$ cat config.mk
export PLATFORM = sky130hd
export DESIGN_NAME = fios_mm_sequencer
export DESIGN_NICKNAME = d
export VERILOG_FILES = /design/src/rtl/fios_seq_pkg.sv /design/src/rtl/fios_word_buf.sv /design/src/rtl/fios_mm_sequencer.sv
export SDC_FILE = /design/constraint.sdc
export NUM_CORES = 1
export LEC_CHECK = 0
export ABC_AREA = 1
export CORE_AREA = 2 2 193 338
export CTS_CLUSTER_SIZE = 28
export DETAILED_ROUTE_END_ITERATION = 8
export DIE_AREA = 0 0 195 340
export GPL_TIMING_DRIVEN = 0
export SLEW_MARGIN = 20
export SYNTH_ARGS = -nofsm -noshare
export SYNTH_HDL_FRONTEND = slang
export SYNTH_SLANG_ARGS = --single-unit
$ cat constraint.sdc
create_clock -name clock_i -period 3.4 [get_ports clock_i]
set_input_delay 1.02 -clock clock_i [delete_from_list [all_inputs] [get_ports clock_i]]
set_output_delay 1.02 -clock clock_i [all_outputs]
set_load 0.005 [all_outputs]
$ cat src/rtl/fios_seq_pkg.sv
// ============================================================================
// Module      : fios_seq_pkg
// Description : Shared types and helpers for the FIOS Montgomery multiplier
//               job sequencer: FSM state encoding, operand buffer select
//               codes and the padded A-window length function.
// Revision    : 1.0 - initial release
// ============================================================================
`default_nettype none

package fios_seq_pkg;

  typedef enum logic [2:0] {
    ST_IDLE  = 3'd0,
    ST_START = 3'd1,
    ST_RUN   = 3'd2,
    ST_CHAIN = 3'd3,
    ST_DRAIN = 3'd4
  } state_e;

  localparam logic [1:0] SEL_A = 2'd0;
  localparam logic [1:0] SEL_B = 2'd1;
  localparam logic [1:0] SEL_P = 2'd2;

  // A operand length rounded up to a whole number of PE_NB-word windows.
  function automatic int unsigned a_words(input int unsigned s, input int unsigned pe_nb);
    return ((s + pe_nb - 1) / pe_nb) * pe_nb;
  endfunction

endpackage

`default_nettype wire

$ cat src/rtl/fios_word_buf.sv
// ============================================================================
// Module      : fios_word_buf
// Description : s-word operand register file with a wrapping write pointer,
//               a wrapping fetch (read) pointer and a whole-array parallel
//               load port used to feed results back as the next operand.
// Ports       : clock_i/reset_i     clock, synchronous active-high reset
//               wr_en_i/wr_data_i   word write at the write pointer
//               wr_clr_i            clear the write pointer
//               rd_adv_i/rd_clr_i   advance / clear the fetch pointer
//               ld_en_i/ld_data_i   parallel load of all s words
//               rd_data_o           word at the fetch pointer
// Revision    : 1.0 - initial release
// ============================================================================
`default_nettype none

module fios_word_buf #(
  parameter int unsigned WORD_WIDTH = 17,
  parameter int unsigned s          = 8
) (
  input  logic                    clock_i,
  input  logic                    reset_i,
  input  logic                    wr_en_i,
  input  logic                    wr_clr_i,
  input  logic [WORD_WIDTH-1:0]   wr_data_i,
  input  logic                    rd_adv_i,
  input  logic                    rd_clr_i,
  input  logic                    ld_en_i,
  input  logic [s*WORD_WIDTH-1:0] ld_data_i,
  output logic [WORD_WIDTH-1:0]   rd_data_o
);

  localparam int unsigned      PTR_W = (s > 1) ? $clog2(s) : 1;
  localparam logic [PTR_W-1:0] LAST  = PTR_W'(s - 1);

  logic [WORD_WIDTH-1:0] mem_q [s];
  logic [WORD_WIDTH-1:0] mem_d [s];
  logic [PTR_W-1:0]      wr_ptr_q, wr_ptr_d;
  logic [PTR_W-1:0]      rd_ptr_q, rd_ptr_d;

  always_comb begin
    mem_d    = mem_q;
    wr_ptr_d = wr_ptr_q;
    rd_ptr_d = rd_ptr_q;
    if (ld_en_i) begin
      for (int i = 0; i < int'(s); i++) begin
        mem_d[i] = ld_data_i[i*WORD_WIDTH +: WORD_WIDTH];
      end
    end else if (wr_en_i) begin
      mem_d[wr_ptr_q] = wr_data_i;
      wr_ptr_d        = (wr_ptr_q == LAST) ? '0 : wr_ptr_q + PTR_W'(1);
    end
    if (wr_clr_i) begin
      wr_ptr_d = '0;
    end
    if (rd_clr_i) begin
      rd_ptr_d = '0;
    end else if (rd_adv_i) begin
      rd_ptr_d = (rd_ptr_q == LAST) ? '0 : rd_ptr_q + PTR_W'(1);
    end
  end

  always_ff @(posedge clock_i) begin
    if (reset_i) begin
      wr_ptr_q <= '0;
      rd_ptr_q <= '0;
    end else begin
      wr_ptr_q <= wr_ptr_d;
      rd_ptr_q <= rd_ptr_d;
    end
  end

  // Storage is deliberately left out of reset.
  always_ff @(posedge clock_i) begin
    mem_q <= mem_d;
  end

  assign rd_data_o = mem_q[rd_ptr_q];

endmodule

`default_nettype wire

$ cat src/rtl/fios_mm_sequencer.sv
// ============================================================================
// Module      : fios_mm_sequencer
// Description : Job-level front end for the FIOS Montgomery multiplier.
//               Buffers A/B/P operands, starts the core, services its
//               shift/fetch strobes, captures result words, optionally
//               chains results back as B, and drains results valid/ready.
// Ports       : ld_*   operand word load (sel 0=A 1=B 2=P 3=discard)
//               cmd_*  job start with chained-iteration count
//               res_*  result drain, least significant word first
//               core_* core interface (start, A window, B/P words, strobes)
//               busy_o not IDLE;  err_o sticky result-count/timeout error
// Options     : `define FIOS_MM_SEQUENCER_TIMEOUT_EN enables a RUN watchdog
//               of TIMEOUT_CYCLES cycles (START cycle included).
// Revision    : 1.0 - initial release
// ============================================================================
`default_nettype none

module fios_mm_sequencer
  import fios_seq_pkg::*;
#(
  parameter int unsigned WORD_WIDTH     = 17,
  parameter int unsigned s              = 8,
  parameter int unsigned PE_NB          = 8,
  parameter int unsigned ITER_W         = 8,
  parameter int unsigned TIMEOUT_CYCLES = 4096
) (
  input  logic                        clock_i,
  input  logic                        reset_i,
  input  logic                        ld_valid_i,
  output logic                        ld_ready_o,
  input  logic [1:0]                  ld_sel_i,
  input  logic [WORD_WIDTH-1:0]       ld_data_i,
  input  logic                        cmd_valid_i,
  output logic                        cmd_ready_o,
  input  logic [ITER_W-1:0]           cmd_iter_i,
  output logic                        res_valid_o,
  input  logic                        res_ready_i,
  output logic [WORD_WIDTH-1:0]       res_data_o,
  output logic                        busy_o,
  output logic                        err_o,
  output logic                        core_start_o,
  output logic [PE_NB*WORD_WIDTH-1:0] core_a_o,
  output logic [WORD_WIDTH-1:0]       core_b_o,
  output logic [WORD_WIDTH-1:0]       core_p_o,
  input  logic                        core_a_shift_i,
  input  logic                        core_b_fetch_i,
  input  logic                        core_p_fetch_i,
  input  logic                        core_res_push_i,
  input  logic                        core_done_i,
  input  logic [WORD_WIDTH-1:0]       core_res_i
);

  localparam int unsigned      A_WORDS  = a_words(s, PE_NB);
  localparam int unsigned      PTR_W    = (s > 1) ? $clog2(s) : 1;
  localparam int unsigned      CNT_W    = $clog2(s + 1);
  localparam logic [PTR_W-1:0] PTR_LAST = PTR_W'(s - 1);
  localparam logic [CNT_W-1:0] CNT_FULL = CNT_W'(s);

  state_e                        state_q, state_d;
  logic [ITER_W-1:0]             iter_q, iter_d;
  logic [PTR_W-1:0]              a_ptr_q, a_ptr_d;
  logic [A_WORDS*WORD_WIDTH-1:0] a_sh_q, a_sh_d;
  logic [CNT_W-1:0]              res_ptr_q, res_ptr_d;
  logic [PTR_W-1:0]              rd_ptr_q, rd_ptr_d;
  logic                          start_q, start_d;
  logic                          err_q, err_d;
  logic [WORD_WIDTH-1:0]         a_mem_q [s];
  logic [WORD_WIDTH-1:0]         a_mem_d [s];
  logic [WORD_WIDTH-1:0]         res_mem_q [s];
  logic [WORD_WIDTH-1:0]         res_mem_d [s];
  logic [A_WORDS*WORD_WIDTH-1:0] a_pad;
  logic [s*WORD_WIDTH-1:0]       res_flat;

`ifdef FIOS_MM_SEQUENCER_TIMEOUT_EN
  localparam int unsigned     WD_W    = $clog2(TIMEOUT_CYCLES + 1);
  localparam logic [WD_W-1:0] WD_LAST = WD_W'(TIMEOUT_CYCLES - 1);
  logic [WD_W-1:0] wd_q, wd_d;
`endif

  logic ld_fire, cmd_fire, in_run;

  assign ld_ready_o   = (state_q == ST_IDLE);
  // A load in the same cycle as a command takes priority.
  assign cmd_ready_o  = (state_q == ST_IDLE) && !ld_valid_i;
  assign ld_fire      = ld_valid_i && ld_ready_o;
  assign cmd_fire     = cmd_valid_i && cmd_ready_o;
  assign in_run       = (state_q == ST_RUN);
  assign res_valid_o  = (state_q == ST_DRAIN);
  assign res_data_o   = res_mem_q[rd_ptr_q];
  assign busy_o       = (state_q != ST_IDLE);
  assign err_o        = err_q;
  assign core_start_o = start_q;
  assign core_a_o     = a_sh_q[PE_NB*WORD_WIDTH-1:0];

  always_comb begin
    a_pad    = '0;
    res_flat = '0;
    for (int i = 0; i < int'(s); i++) begin
      a_pad[i*WORD_WIDTH +: WORD_WIDTH]    = a_mem_q[i];
      res_flat[i*WORD_WIDTH +: WORD_WIDTH] = res_mem_q[i];
    end
  end

  fios_word_buf #(.WORD_WIDTH(WORD_WIDTH), .s(s)) u_b_buf (
    .clock_i   (clock_i),
    .reset_i   (reset_i),
    .wr_en_i   (ld_fire && (ld_sel_i == SEL_B)),
    .wr_clr_i  (cmd_fire),
    .wr_data_i (ld_data_i),
    .rd_adv_i  (in_run && core_b_fetch_i),
    .rd_clr_i  (state_q == ST_START),
    .ld_en_i   (state_q == ST_CHAIN),
    .ld_data_i (res_flat),
    .rd_data_o (core_b_o)
  );

  fios_word_buf #(.WORD_WIDTH(WORD_WIDTH), .s(s)) u_p_buf (
    .clock_i   (clock_i),
    .reset_i   (reset_i),
    .wr_en_i   (ld_fire && (ld_sel_i == SEL_P)),
    .wr_clr_i  (cmd_fire),
    .wr_data_i (ld_data_i),
    .rd_adv_i  (in_run && core_p_fetch_i),
    .rd_clr_i  (state_q == ST_START),
    .ld_en_i   (1'b0),
    .ld_data_i ('0),
    .rd_data_o (core_p_o)
  );

  always_comb begin
    state_d   = state_q;
    iter_d    = iter_q;
    a_ptr_d   = a_ptr_q;
    a_sh_d    = a_sh_q;
    res_ptr_d = res_ptr_q;
    rd_ptr_d  = rd_ptr_q;
    err_d     = err_q;
    a_mem_d   = a_mem_q;
    res_mem_d = res_mem_q;
`ifdef FIOS_MM_SEQUENCER_TIMEOUT_EN
    wd_d      = wd_q;
`endif
    case (state_q)
      ST_IDLE: begin
        if (ld_fire && (ld_sel_i == SEL_A)) begin
          a_mem_d[a_ptr_q] = ld_data_i;
          a_ptr_d          = (a_ptr_q == PTR_LAST) ? '0 : a_ptr_q + PTR_W'(1);
        end
        if (cmd_fire) begin
          iter_d  = (cmd_iter_i == '0) ? ITER_W'(1) : cmd_iter_i;
          a_ptr_d = '0;
          state_d = ST_START;
        end
      end
      ST_START: begin
        a_sh_d    = a_pad;
        res_ptr_d = '0;
        rd_ptr_d  = '0;
`ifdef FIOS_MM_SEQUENCER_TIMEOUT_EN
        wd_d      = WD_W'(1);
`endif
        state_d   = ST_RUN;
      end
      ST_RUN: begin
        if (core_a_shift_i) begin
          a_sh_d = a_sh_q >> (PE_NB * WORD_WIDTH);
        end
        if (core_res_push_i) begin
          if (res_ptr_q != CNT_FULL) begin
            res_mem_d[res_ptr_q[PTR_W-1:0]] = core_res_i;
            res_ptr_d = res_ptr_q + CNT_W'(1);
          end else begin
            err_d = 1'b1;
          end
        end
        // res_ptr_d already includes a push from this same cycle.
        if (core_done_i) begin
          if (res_ptr_d != CNT_FULL) begin
            err_d = 1'b1;
          end
          iter_d  = iter_q - ITER_W'(1);
          state_d = (iter_q > ITER_W'(1)) ? ST_CHAIN : ST_DRAIN;
        end
`ifdef FIOS_MM_SEQUENCER_TIMEOUT_EN
        else if (wd_q == WD_LAST) begin
          err_d   = 1'b1;
          state_d = ST_IDLE;
        end else begin
          wd_d = wd_q + WD_W'(1);
        end
`endif
      end
      ST_CHAIN: begin
        state_d = ST_START;
      end
      ST_DRAIN: begin
        if (res_ready_i) begin
          if (rd_ptr_q == PTR_LAST) begin
            rd_ptr_d = '0;
            state_d  = ST_IDLE;
          end else begin
            rd_ptr_d = rd_ptr_q + PTR_W'(1);
          end
        end
      end
      default: state_d = ST_IDLE;
    endcase
    start_d = (state_d == ST_START);
  end

  always_ff @(posedge clock_i) begin
    if (reset_i) begin
      state_q   <= ST_IDLE;
      iter_q    <= '0;
      a_ptr_q   <= '0;
      a_sh_q    <= '0;
      res_ptr_q <= '0;
      rd_ptr_q  <= '0;
      start_q   <= 1'b0;
      err_q     <= 1'b0;
`ifdef FIOS_MM_SEQUENCER_TIMEOUT_EN
      wd_q      <= '0;
`endif
    end else begin
      state_q   <= state_d;
      iter_q    <= iter_d;
      a_ptr_q   <= a_ptr_d;
      a_sh_q    <= a_sh_d;
      res_ptr_q <= res_ptr_d;
      rd_ptr_q  <= rd_ptr_d;
      start_q   <= start_d;
      err_q     <= err_d;
`ifdef FIOS_MM_SEQUENCER_TIMEOUT_EN
      wd_q      <= wd_d;
`endif
    end
  end

  always_ff @(posedge clock_i) begin
    a_mem_q   <= a_mem_d;
    res_mem_q <= res_mem_d;
  end

endmodule

`default_nettype wire

==> summary.txt <==
run status = complete, but fails checks
failing checks = design-rule violations
Internal = 14100 µW
Post-Synthesis Cells = 2511
final hold violation count = 0
Final Cycle Share = 99.3%
CP Capture Type = output pin
CTS buffer count = 66
first-pass GRT wire length = 134000 µm
YS warnings = 0
Switching Share = 23.6%
Layout area overhead = 23.5%
wire per inst = 24.9 µm
NumNets Final = 2930
maxcap violations = 0
cell family with most CP delay = buffers and inverters
Starting Density = 44.6%
routed wire length = 92600 µm
critical path data required time = 2.38 ns
clock network fraction of design power = 38.8%
crit path max-delay cell type = clkdlybuf4s50_1
PortBufs = 246
core area = 63700 µm²
Setup WS pre-CTS = -0.277 ns
vias in the first global route = 20900
CP cell instances = buf_6 -> clkinv_4 -> clkbuf_4 -> nor2_1 -> o32ai_2 -> nand2_1 -> nand2_2 -> clkdlybuf4s50_1
Final HPWL DP = 69500 µm
Die Ht = 340 µm
worst hold path type = flop to flop
DRT Pass-1 Iters = 8
startpoint types = flop
detailed-route via count = 21000
VDD IR max = 321 µV
layout cells sized above 1 = 12.9%
final setup violation count = 0
multi-input logic area = 7540 µm²
# hold bufs at CTS = 0
Die Span X = 195 µm
Mapped Area = 28400 µm²
Avg Cell Area, Syn = 11.3 µm²
clk_lat worst skew = 0.61 ns
GRT overflow = 0
Max Clock Freq = 296 MHz
Std-Cell Rows = 123
Worst Tran Pin Value = 1.25 ns
power density cells = 528 nW/µm²
DRC viols = 2
clock skew = 0.0332 ns
initial antenna violation count = 2
unrepaired setup endpoints after global routing = true
die area = 66300 µm²
crit path max fanout = 10
max-slew violations = 0
Static Leak = 0.0123 µW
clk slew on worst S/H paths = 0.06 ns
part of the power in combinational logic = 9.1%
antenna viol nets, final = 0
relative slew slack = 16.7%
register area share after synthesis = 69.6%
PnR worst setup slack = 0.0240 ns
CTS H-Tree Depth = 3
net switching power = 4360 µW
Seq cells post-synth = 715
Critical Path Max Stage Delay = 0.50 ns
clock sink count = 715
Buffers & Inverters on Critical Path = 4
crit path time final = 3.38 ns
Yosys cell types = 35
GRT Total Usage = 27.6%
Avg Vias per Cell = 5.64
sequential group share of total power = 52.1%
Net Count, Synth = 2581
pin count of the biggest net entering global routing = 18
root buffer cell = clkbuf_16
FF/Latch Area = 19800 µm²
CTS tree = built
Iteration-0 DRC Markers = 1549
WP data arrival = 2.36 ns
num ports = 247
Setup TNS Final = 0 ns
fill cell count = 5458
Setup CP Type = flop to output pin
Clock Path Buffers = 3
placer congestion estimate = 1.04
Layout Utilization = 55.0%
-- per-layer routing --
layer	GRT usage [%]	wire [µm]	vias to the layer above
met4	17.5	6360	0
met1	28.8	32000	10100
li1	-	-	9690
met3	3.56	5030	259
met5	0	0	-
met2	52.0	49200	902
-- sequential cells by signal, indices dropped and copies added, names as in the netlist, 4 cells and up --
| register | flops |
|---|---|
| a_mem_q | 136 |
| core_a_o | 136 |
| iter_q | 8 |
| res_flat | 136 |
| res_ptr_q | 4 |
| u_b_buf.mem_q | 136 |
| u_p_buf.mem_q | 136 |
-- Yosys cell counts (all sizes together) --
cell type | number | area [µm²]
edfxtp | 544 | 16300
nand2 | 333 | 1290
nor2 | 271 | 1050
a21oi | 233 | 1170
inv | 176 | 661
dfxtp | 171 | 3420
o21ai | 170 | 851
nand3 | 165 | 846
o22ai | 136 | 851
buf | 90 | 482
clkbuf | 80 | 300
o32ai | 68 | 596
a31oi | 18 | 113
ha | 16 | 200
nor3 | 12 | 60.1
clkinv | 7 | 26.3
a211oi | 6 | 45.0
nand4 | 4 | 25.0
nand3b | 3 | 22.5
or2 | 3 | 18.8
nor4 | 2 | 12.5
o211ai | 1 | 7.51
o21a | 1 | 7.51
xor2 | 1 | 8.76
-- metrics by stage --
stage,hold slack [ns],area (µm²),power (µW),std cells
after floorplan,0.466,28400,10500,2511
after global placement,0.466,31900,11400,3569
after detailed placement,0.470,32300,11500,3598
after CTS,0.481,35000,18600,3722
after global routing,0.495,35100,19100,3722
final,0.478,35100,18500,3723
-- area by class of cell --
cell class,instances,share of cell area [%]
Sequential cell,715,56.4
Multi-Input combinational cell,1443,21.5
Timing Repair Buffer,283,7.88
Clock buffer,85,5.21
Buffer,168,3.41
Tap cell,812,2.90
Inverter,183,2.03
Clock inverter,33,0.674
Antenna cell,1,0.00714
-- final timing paths --
path                            start            to  slack (ns)  cells past startpoint
setup / recovery  u_b_buf.rd_ptr_q[0]   core_b_o[9]        0.02                      8
hold reg to reg          core_a_o[99]  core_a_o[99]        0.48                      2
hold / removal           core_a_o[99]  core_a_o[99]        0.48                      2
setup reg to reg           state_q[0]  res_flat[45]        0.66                      7
-- worst register-to-register path: cells and delay by family, from the launching register on --
| kind | cells | cell delay [ns] |
|---|---|---|
| buffers and inverters | 3 | 0.72 |
| and+or+nand+nor | 4 | 1.35 |
| DFF | 1 | 0.37 |
-- cells by family after synthesis --
group                    count (synthesis)  synth area share [%]
buffers and inverters                  353                  5.17
AND/OR/NAND/NOR                        793                  11.7
flip-flops                             715                  69.6
XOR/XNOR                                 1                0.0308
adder cells (fa/ha/maj)                 16                 0.705
AO/OA/AOI/OAI                          633                  12.8
-- layout by cell type (no fill, tap or decap), types with 21 or more instances in the layout --
cell / Yosys / layout
edfxtp_1: 544 / 544
nand2_1: 327 / 313
nor2_1: 268 / 249
a21oi_1: 233 / 233
clkdlybuf4s50_1: 0 / 190
inv_1: 174 / 173
dfxtp_1: 171 / 166
nand3_1: 161 / 161
o21ai_0: 169 / 157
o22ai_1: 136 / 136
clkbuf_16: 0 / 74
buf_2: 73 / 64
o32ai_1: 68 / 51
clkbuf_1: 80 / 46
dlygate4sd2_1: 0 / 41
buf_4: 12 / 30
buf_6: 1 / 26
clkbuf_2: 0 / 21
-- power groups by stage --
stage / clock network (µW) / logic, µW / registers [µW]
CTS: 7300 / 1680 / 9630
detailed placement: 0 / 1640 / 9820
finish: 7180 / 1680 / 9630
global route: 7610 / 1800 / 9640
global placement: 0 / 1610 / 9820
floorplan: 0 / 739 / 9800
-- what timing repair did --
item | in CTS | in global routing
pin swaps | 40 | 11
endpoints found under the setup margin | 51 | 18
setup buffers | 7 | 0
hold endpoints to repair | 0 | 0
cloned | 1 | 0
gates resized for setup | 242 | 28
Power figures use the tool's default switching activity.
